==> src/rtl/vga_pkg.sv <==
// Shared VGA constants and types used by the sync generator, pattern blocks and
// the bouncing-box overlay.
package vga_pkg;

  localparam int H_ACTIVE_DEFAULT = 640;
  localparam int V_ACTIVE_DEFAULT = 480;
  localparam int COORD_W          = 10;
  localparam int COLOR_W          = 3;
  localparam int ARITH_W          = COORD_W + 1;

  typedef logic [COORD_W-1:0] coord_t;
  typedef logic [COLOR_W-1:0] color_t;

  // Colour index cycles 1..7; 0 would render the box black and is skipped.
  function automatic color_t next_color_idx(input color_t idx);
    if (idx == 3'd7) begin
      return 3'd1;
    end else begin
      return idx + 3'd1;
    end
  endfunction

endpackage

==> src/rtl/vga_bounce_axis.sv <==
// One axis of box motion: position clamped to [0, MAX], direction bit, and a
// bounce flag raised combinationally on the step that hits either wall.
module vga_bounce_axis
  import vga_pkg::*;
#(
  parameter int MAX  = 608,
  parameter int STEP = 2
) (
  input  logic               clk,
  input  logic               reset,
  input  logic               step_en,
  output logic [COORD_W-1:0] pos,
  output logic               bounce
);

  localparam logic [ARITH_W-1:0] MAX_A  = ARITH_W'(MAX);
  localparam logic [ARITH_W-1:0] STEP_A = ARITH_W'(STEP);

  logic [COORD_W-1:0] pos_r;
  logic               dir_r;
  logic [ARITH_W-1:0] pos_ext_s;
  logic [ARITH_W-1:0] pos_inc_s;
  logic [ARITH_W-1:0] pos_dec_s;
  logic [COORD_W-1:0] pos_nxt_s;
  logic               dir_nxt_s;
  logic               bounce_s;

  // Next position/direction; 11-bit compares keep the clamp free of wrap-around.
  always_comb begin
    pos_ext_s = {1'b0, pos_r};
    pos_inc_s = pos_ext_s + STEP_A;
    pos_dec_s = pos_ext_s - STEP_A;
    pos_nxt_s = pos_r;
    dir_nxt_s = dir_r;
    bounce_s  = 1'b0;
    if (step_en) begin
      if (!dir_r) begin
        if (pos_inc_s >= MAX_A) begin
          pos_nxt_s = MAX_A[COORD_W-1:0];
          dir_nxt_s = 1'b1;
          bounce_s  = 1'b1;
        end else begin
          pos_nxt_s = pos_inc_s[COORD_W-1:0];
        end
      end else begin
        if (pos_ext_s <= STEP_A) begin
          pos_nxt_s = {COORD_W{1'b0}};
          dir_nxt_s = 1'b0;
          bounce_s  = 1'b1;
        end else begin
          pos_nxt_s = pos_dec_s[COORD_W-1:0];
        end
      end
    end else begin
      pos_nxt_s = pos_r;
      dir_nxt_s = dir_r;
      bounce_s  = 1'b0;
    end
  end

  // Motion state register.
  always_ff @(posedge clk) begin
    if (reset) begin
      pos_r <= {COORD_W{1'b0}};
      dir_r <= 1'b0;
    end else begin
      pos_r <= pos_nxt_s;
      dir_r <= dir_nxt_s;
    end
  end

  assign pos    = pos_r;
  assign bounce = bounce_s;

endmodule

==> src/rtl/vga_bounce_box.sv <==
// Bouncing coloured box overlay: moves once per frame on the vsync falling edge
// and paints the box with a registered, one-clock-latency colour output.
module vga_bounce_box
  import vga_pkg::*;
#(
  parameter int H_ACTIVE = H_ACTIVE_DEFAULT,
  parameter int V_ACTIVE = V_ACTIVE_DEFAULT,
  parameter int BOX_SIZE = 32,
  parameter int STEP     = 2
) (
  input  logic               i_clk,
  input  logic               i_reset,
  input  logic               i_enable,
  input  logic [COORD_W-1:0] i_px,
  input  logic [COORD_W-1:0] i_py,
  input  logic               i_activeArea,
  input  logic               i_vs,
  output logic [COLOR_W-1:0] o_red,
  output logic [COLOR_W-1:0] o_green,
  output logic [COLOR_W-1:0] o_blue,
  output logic [7:0]         o_bounceCount
);

  localparam int                 MAX_X = H_ACTIVE - BOX_SIZE;
  localparam int                 MAX_Y = V_ACTIVE - BOX_SIZE;
  localparam logic [ARITH_W-1:0] BOX_A = ARITH_W'(BOX_SIZE);

  logic               prev_vs_r;
  logic               armed_r;
  logic               tick_s;
  logic               step_en_s;
  logic [COORD_W-1:0] x_pos_s;
  logic [COORD_W-1:0] y_pos_s;
  logic               bounce_x_s;
  logic               bounce_y_s;
  logic               any_bounce_s;
  color_t             color_idx_r;
  logic [7:0]         bounce_count_r;
  logic               inside_s;
  logic [COLOR_W-1:0] red_nxt_s;
  logic [COLOR_W-1:0] green_nxt_s;
  logic [COLOR_W-1:0] blue_nxt_s;
  logic [COLOR_W-1:0] red_r;
  logic [COLOR_W-1:0] green_r;
  logic [COLOR_W-1:0] blue_r;

  // armed_r masks the first post-reset cycle so a low vsync there is not an edge.
  assign tick_s       = armed_r & prev_vs_r & ~i_vs;
  assign step_en_s    = tick_s & i_enable;
  assign any_bounce_s = bounce_x_s | bounce_y_s;

  // Vsync edge detector state.
  always_ff @(posedge i_clk) begin
    if (i_reset) begin
      prev_vs_r <= 1'b1;
      armed_r   <= 1'b0;
    end else begin
      prev_vs_r <= i_vs;
      armed_r   <= 1'b1;
    end
  end

  vga_bounce_axis #(.MAX(MAX_X), .STEP(STEP)) u_axis_x (
    .clk     (i_clk),
    .reset   (i_reset),
    .step_en (step_en_s),
    .pos     (x_pos_s),
    .bounce  (bounce_x_s)
  );

  vga_bounce_axis #(.MAX(MAX_Y), .STEP(STEP)) u_axis_y (
    .clk     (i_clk),
    .reset   (i_reset),
    .step_en (step_en_s),
    .pos     (y_pos_s),
    .bounce  (bounce_y_s)
  );

  // Colour index and bounce counter; a corner hit advances them once.
  always_ff @(posedge i_clk) begin
    if (i_reset) begin
      color_idx_r    <= 3'd1;
      bounce_count_r <= 8'd0;
    end else if (any_bounce_s) begin
      color_idx_r    <= next_color_idx(color_idx_r);
      bounce_count_r <= bounce_count_r + 8'd1;
    end else begin
      color_idx_r    <= color_idx_r;
      bounce_count_r <= bounce_count_r;
    end
  end

  assign inside_s = ({1'b0, i_px} >= {1'b0, x_pos_s}) &&
                    ({1'b0, i_px} <  ({1'b0, x_pos_s} + BOX_A)) &&
                    ({1'b0, i_py} >= {1'b0, y_pos_s}) &&
                    ({1'b0, i_py} <  ({1'b0, y_pos_s} + BOX_A));

  // Pixel colour; uses the pre-update position on a tick cycle so frames never tear.
  always_comb begin
    if (i_activeArea && inside_s) begin
      red_nxt_s   = {COLOR_W{color_idx_r[0]}};
      green_nxt_s = {COLOR_W{color_idx_r[1]}};
      blue_nxt_s  = {COLOR_W{color_idx_r[2]}};
    end else begin
      red_nxt_s   = {COLOR_W{1'b0}};
      green_nxt_s = {COLOR_W{1'b0}};
      blue_nxt_s  = {COLOR_W{1'b0}};
    end
  end

  // Output colour register.
  always_ff @(posedge i_clk) begin
    if (i_reset) begin
      red_r   <= {COLOR_W{1'b0}};
      green_r <= {COLOR_W{1'b0}};
      blue_r  <= {COLOR_W{1'b0}};
    end else begin
      red_r   <= red_nxt_s;
      green_r <= green_nxt_s;
      blue_r  <= blue_nxt_s;
    end
  end

  assign o_red         = red_r;
  assign o_green       = green_r;
  assign o_blue        = blue_r;
  assign o_bounceCount = bounce_count_r;

endmodule

==> config.mk <==
export PLATFORM = sky130hd
export DESIGN_NAME = vga_bounce_box
export DESIGN_NICKNAME = d
export VERILOG_FILES = /design/src/rtl/vga_pkg.sv /design/src/rtl/vga_bounce_axis.sv /design/src/rtl/vga_bounce_box.sv
export SDC_FILE = /design/constraint.sdc
export NUM_CORES = 1
export LEC_CHECK = 0
export ABC_AREA = 1
export BUFFER_PORTS_ARGS = -buffer_cell sky130_fd_sc_hd__buf_2
export CAP_MARGIN = 25
export CORE_MARGIN = 5
export CORE_UTILIZATION = 50
export CTS_CLUSTER_DIAMETER = 100
export CTS_CLUSTER_SIZE = 28
export DETAILED_ROUTE_END_ITERATION = 8
export MAX_ROUTING_LAYER = met4
export PLACE_DENSITY = 0.8
export SLEW_MARGIN = 15
export SYNTH_ARGS = -nofsm -noshare
export SYNTH_HDL_FRONTEND = slang
export SYNTH_SLANG_ARGS = --single-unit
==> constraint.sdc <==
create_clock -name i_clk -period 2.51 [get_ports i_clk]
set_input_delay 0.1255 -clock i_clk [delete_from_list [all_inputs] [get_ports i_clk]]
set_output_delay 0.1255 -clock i_clk [all_outputs]
set_load 0.02 [all_outputs]
==> results.toml <==
[power_and_ir_drop]
p_leak_nw = 1.652
seq_power_share_pct = 45.3
ir_drop_mv = 0.1831
switching_share_pct = 32.98
clkPwrFrac_pct = 30.6
power_switching_uw = 447.0
comb_power_share_pct = 24.1
p_int_uw = 908.1
power_density_nw_per_um2 = 367.8

[detailed_routing]
via_count = 3281
routed_wl_um = 8014
dr.pass1.iters = 4
wl_per_cell_um = 13.65
drc = 0
drtIter0Drc = 142
avgViaCountPerCell = 5.589
ant_nets = 0

[logic_synthesis]
async_reset_ff_share_pct = 0
synth_top_area_share_pct = 21.23
synthTopCellsByArea = "dfxtp_1 (21%), ha_1 (15%), nand2_1 (8.8%)"
synth_flop_cell = "dfxtp_1"
syn_area_per_cell_um2 = 7.146
synth_top_area_cell = "dfxtp_1"
synth_cells = 475
syn_nets = 541
synth_area_um2 = 3395
yosysSeqAreaShare_pct = 21.23
synth_cell_type_count = 40
synth_edf_count = 0
yosysWarnings = 0
synth_seq_cells = 36

[setup_path]
crit_start = "u_axis_y.pos[6]$_SDFFE_PP0P_"
required_ns = 2.73
r2r_end = "o_green[0]$_SDFF_PP0_"
crit_slowest_cell = "dfxtp_1"
timing.rr.start = "u_axis_y.pos[6]$_SDFFE_PP0P_"
path_class = "reg -> reg"
start_kind = "flop"
max_stage_delay_ns = 0.44
r2r_slack_ns = 0.29
arrival_ns = 2.44
worstPathMaxFanout = 6
r2r_cells = 10
cp_cell_sequence = "inv_1 > ha_1 > inv_1 > ha_1 > a21oi_1 > o21ai_0 > nor3b_1 > nor3_2 > nand3_1 > nor2_1"
critPathCaptureType = "flop"
endpoint = "o_green[0]$_SDFF_PP0_"

[clocking]
cts.sinks = 36
h-tree-depth = 2
cts_hold_buffers = 0
path_clk_slew_ns = 0.07
cts_tree = "yes"
clockBufferDepth = 2
cts_root_buf = "clkbuf_8"
numCtsBuffers = 5
clk_latency_ns = 0.29

[die]
start_util_pct = 50.81
fp-row-count = 30
io_pins = 42
coreArea_um2 = 6681
die_area_um2 = 8537
die_w_um = 92.40
die_y_um = 92.40

[timing]
report.final.slew_viol_count = 0
setup_total_negative_slack_ns = 0
grt_setup_unrepaired = "no"
fmax_ghz = 0.4509
fin_worst_skew_ns = 0.007803
setup_viol = 0
min_period_over_period_pct = 88.35
hold_viol_final = 0
max-slew-margin-rel_pct = 53.17
period_needed_ns = 2.218
worstMarginPinSlew_ns = 0.7017

[cells_and_area]
final_net_count = 572
syn2layout_area_growth_pct = 8.551
drive_above_1_share_pct = 21.89
fin_area_um2 = 3685
diodes = 0

[placement]
place_congestion = 0.9190
portBuffers = 39
placed_cell_area_um2 = 3592
hpwl_um = 6290

[grt]
grt_util_all_layers_pct = 19.68
grt_pass1_wl_um = 13730
antenna_found_initial = 0
grt_pass1_vias = 3127
grt_max_degree = 23
globalRouteOverflowTotal = 0

[worst_hold_path]
hp-class = "in -> reg"

[run]
maxCapViolations = 0

[outcome]
status = "finished clean"
[sequential cells by signal, indices dropped and copies added, names as in the netlist, 3 cells and up]
signal	flops
u_axis_y.pos	9
color_idx_r	3
u_axis_x.pos	9
o_bounceCount	8
[layer usage]
layer	share of wire (%)	wire length (um)	vias up	global-route usage [%]
li1	-	-	1655	-
met1	44	3551	1530	22.56
met2	51	4055	87	35.59
met3	3.9	310	9	2.193
met4	1.2	97	0	6.559
met5	0	0	-	-
[cells in the final DEF (no fill, tap or decap), drive strengths merged, types with 3 or more instances in the layout]
cell | Yosys | final
clkinv | 4 | 7
o211ai | 4 | 4
nor2 | 44 | 44
ha | 41 | 41
a21oi | 48 | 48
dfxtp | 36 | 36
nand4 | 11 | 11
xnor2 | 5 | 5
nand3 | 50 | 50
inv | 48 | 48
nor4 | 4 | 4
o21ai | 31 | 31
a31oi | 7 | 7
nand2 | 95 | 95
buf | 14 | 45
xor2 | 16 | 16
clkbuf | 7 | 5
nor3 | 3 | 3
[critical path: cells and delay by family (launching register included)]
kind,cells,cell delay (ns)
compound gates,2,0.22
simple gates,4,0.74
flops,1,0.44
buf+inv,2,0.18
fa+ha+maj,2,0.60
[how the worst min path moves through the flow]
stage	cells past startpoint	slack, ns	startpoint	to
after floorplan	1	0.20	i_reset	u_axis_y.pos[9]$_SDFFE_PP0P_
after global placement	3	0.32	i_vs	prev_vs_r$_SDFF_PP1_
after detailed placement	3	0.33	i_vs	prev_vs_r$_SDFF_PP1_
after CTS	3	0.02	i_vs	prev_vs_r$_SDFF_PP1_
after global routing	3	0.06	i_vs	prev_vs_r$_SDFF_PP1_
final	3	0.03	i_vs	prev_vs_r$_SDFF_PP1_
[kinds of logic (layout without fill, tap and decap cells)]
kind of cell | count (synthesis) | in the layout | share of synthesized area [%]
flops | 36 | 36 | 21.23
buf+inv | 73 | 105 | 10.06
simple gates | 210 | 210 | 32.22
compound gates | 94 | 94 | 15.74
fa+ha+maj | 41 | 41 | 15.11
xor+xnor | 21 | 21 | 5.640
[cell usage after synthesis, types with 4 or more instances]
master / number
nand2_1: 80
a21oi_1: 41
ha_1: 41
inv_1: 41
nand3_1: 39
dfxtp_1: 36
nor2_1: 33
o21ai_0: 26
xor2_1: 15
nand2_2: 14
nand4_1: 10
a31oi_1: 7
clkbuf_1: 7
inv_2: 7
nand3_2: 7
a21oi_2: 6
buf_4: 6
nor2_4: 6
buf_6: 5
nor2_2: 5
o21ai_1: 5
xnor2_1: 5
nand3_4: 4
nor4_1: 4
o211ai_1: 4
[cell type report]
| class | count | area [um2] |
|---|---|---|
| clock buffer | 5 | 68.82 |
| clock inverter | 3 | 18.77 |
| inverter | 52 | 198.9 |
| multi-input combinational | 366 | 2337 |
| tap | 80 | 100.1 |
| timing repair buffer | 45 | 240.2 |
| fill | 660 | 2997 |
| sequential | 36 | 720.7 |
[per-stage QoR]
| stage | utilization (%) | hold WS [ns] | worst slack (ns) | power, mW | cells |
|---|---|---|---|---|---|
| after floorplan | - | 0.2008 | 0.6047 | 0.8689 | 475 |
| after global placement | 53.76 | 0.3196 | 0.2659 | 0.9358 | 579 |
| after detailed placement | 53.76 | 0.3267 | 0.2341 | 0.9490 | 579 |
| after CTS | 55.07 | 0.02138 | 0.2250 | 1.365 | 587 |
| after global routing | 55.15 | 0.05834 | 0.08783 | 1.433 | 587 |
| final | 55.15 | 0.02858 | 0.2925 | 1.355 | 587 |
[power by group through the flow]
stage	sequential (mW)	combinational, mW	clock, mW
floorplan	0.612	0.257	0
global placement	0.625	0.310	0
detailed placement	0.626	0.323	0
CTS	0.613	0.325	0.427
global route	0.617	0.370	0.446
finish	0.614	0.326	0.415
[timing repair]
action                                  4_1_cts  5_1_grt
resized for setup                             0        1
endpoints found under the setup margin        0        2
setup buffers                                 0        0
(Power assumes the default switching activity.)
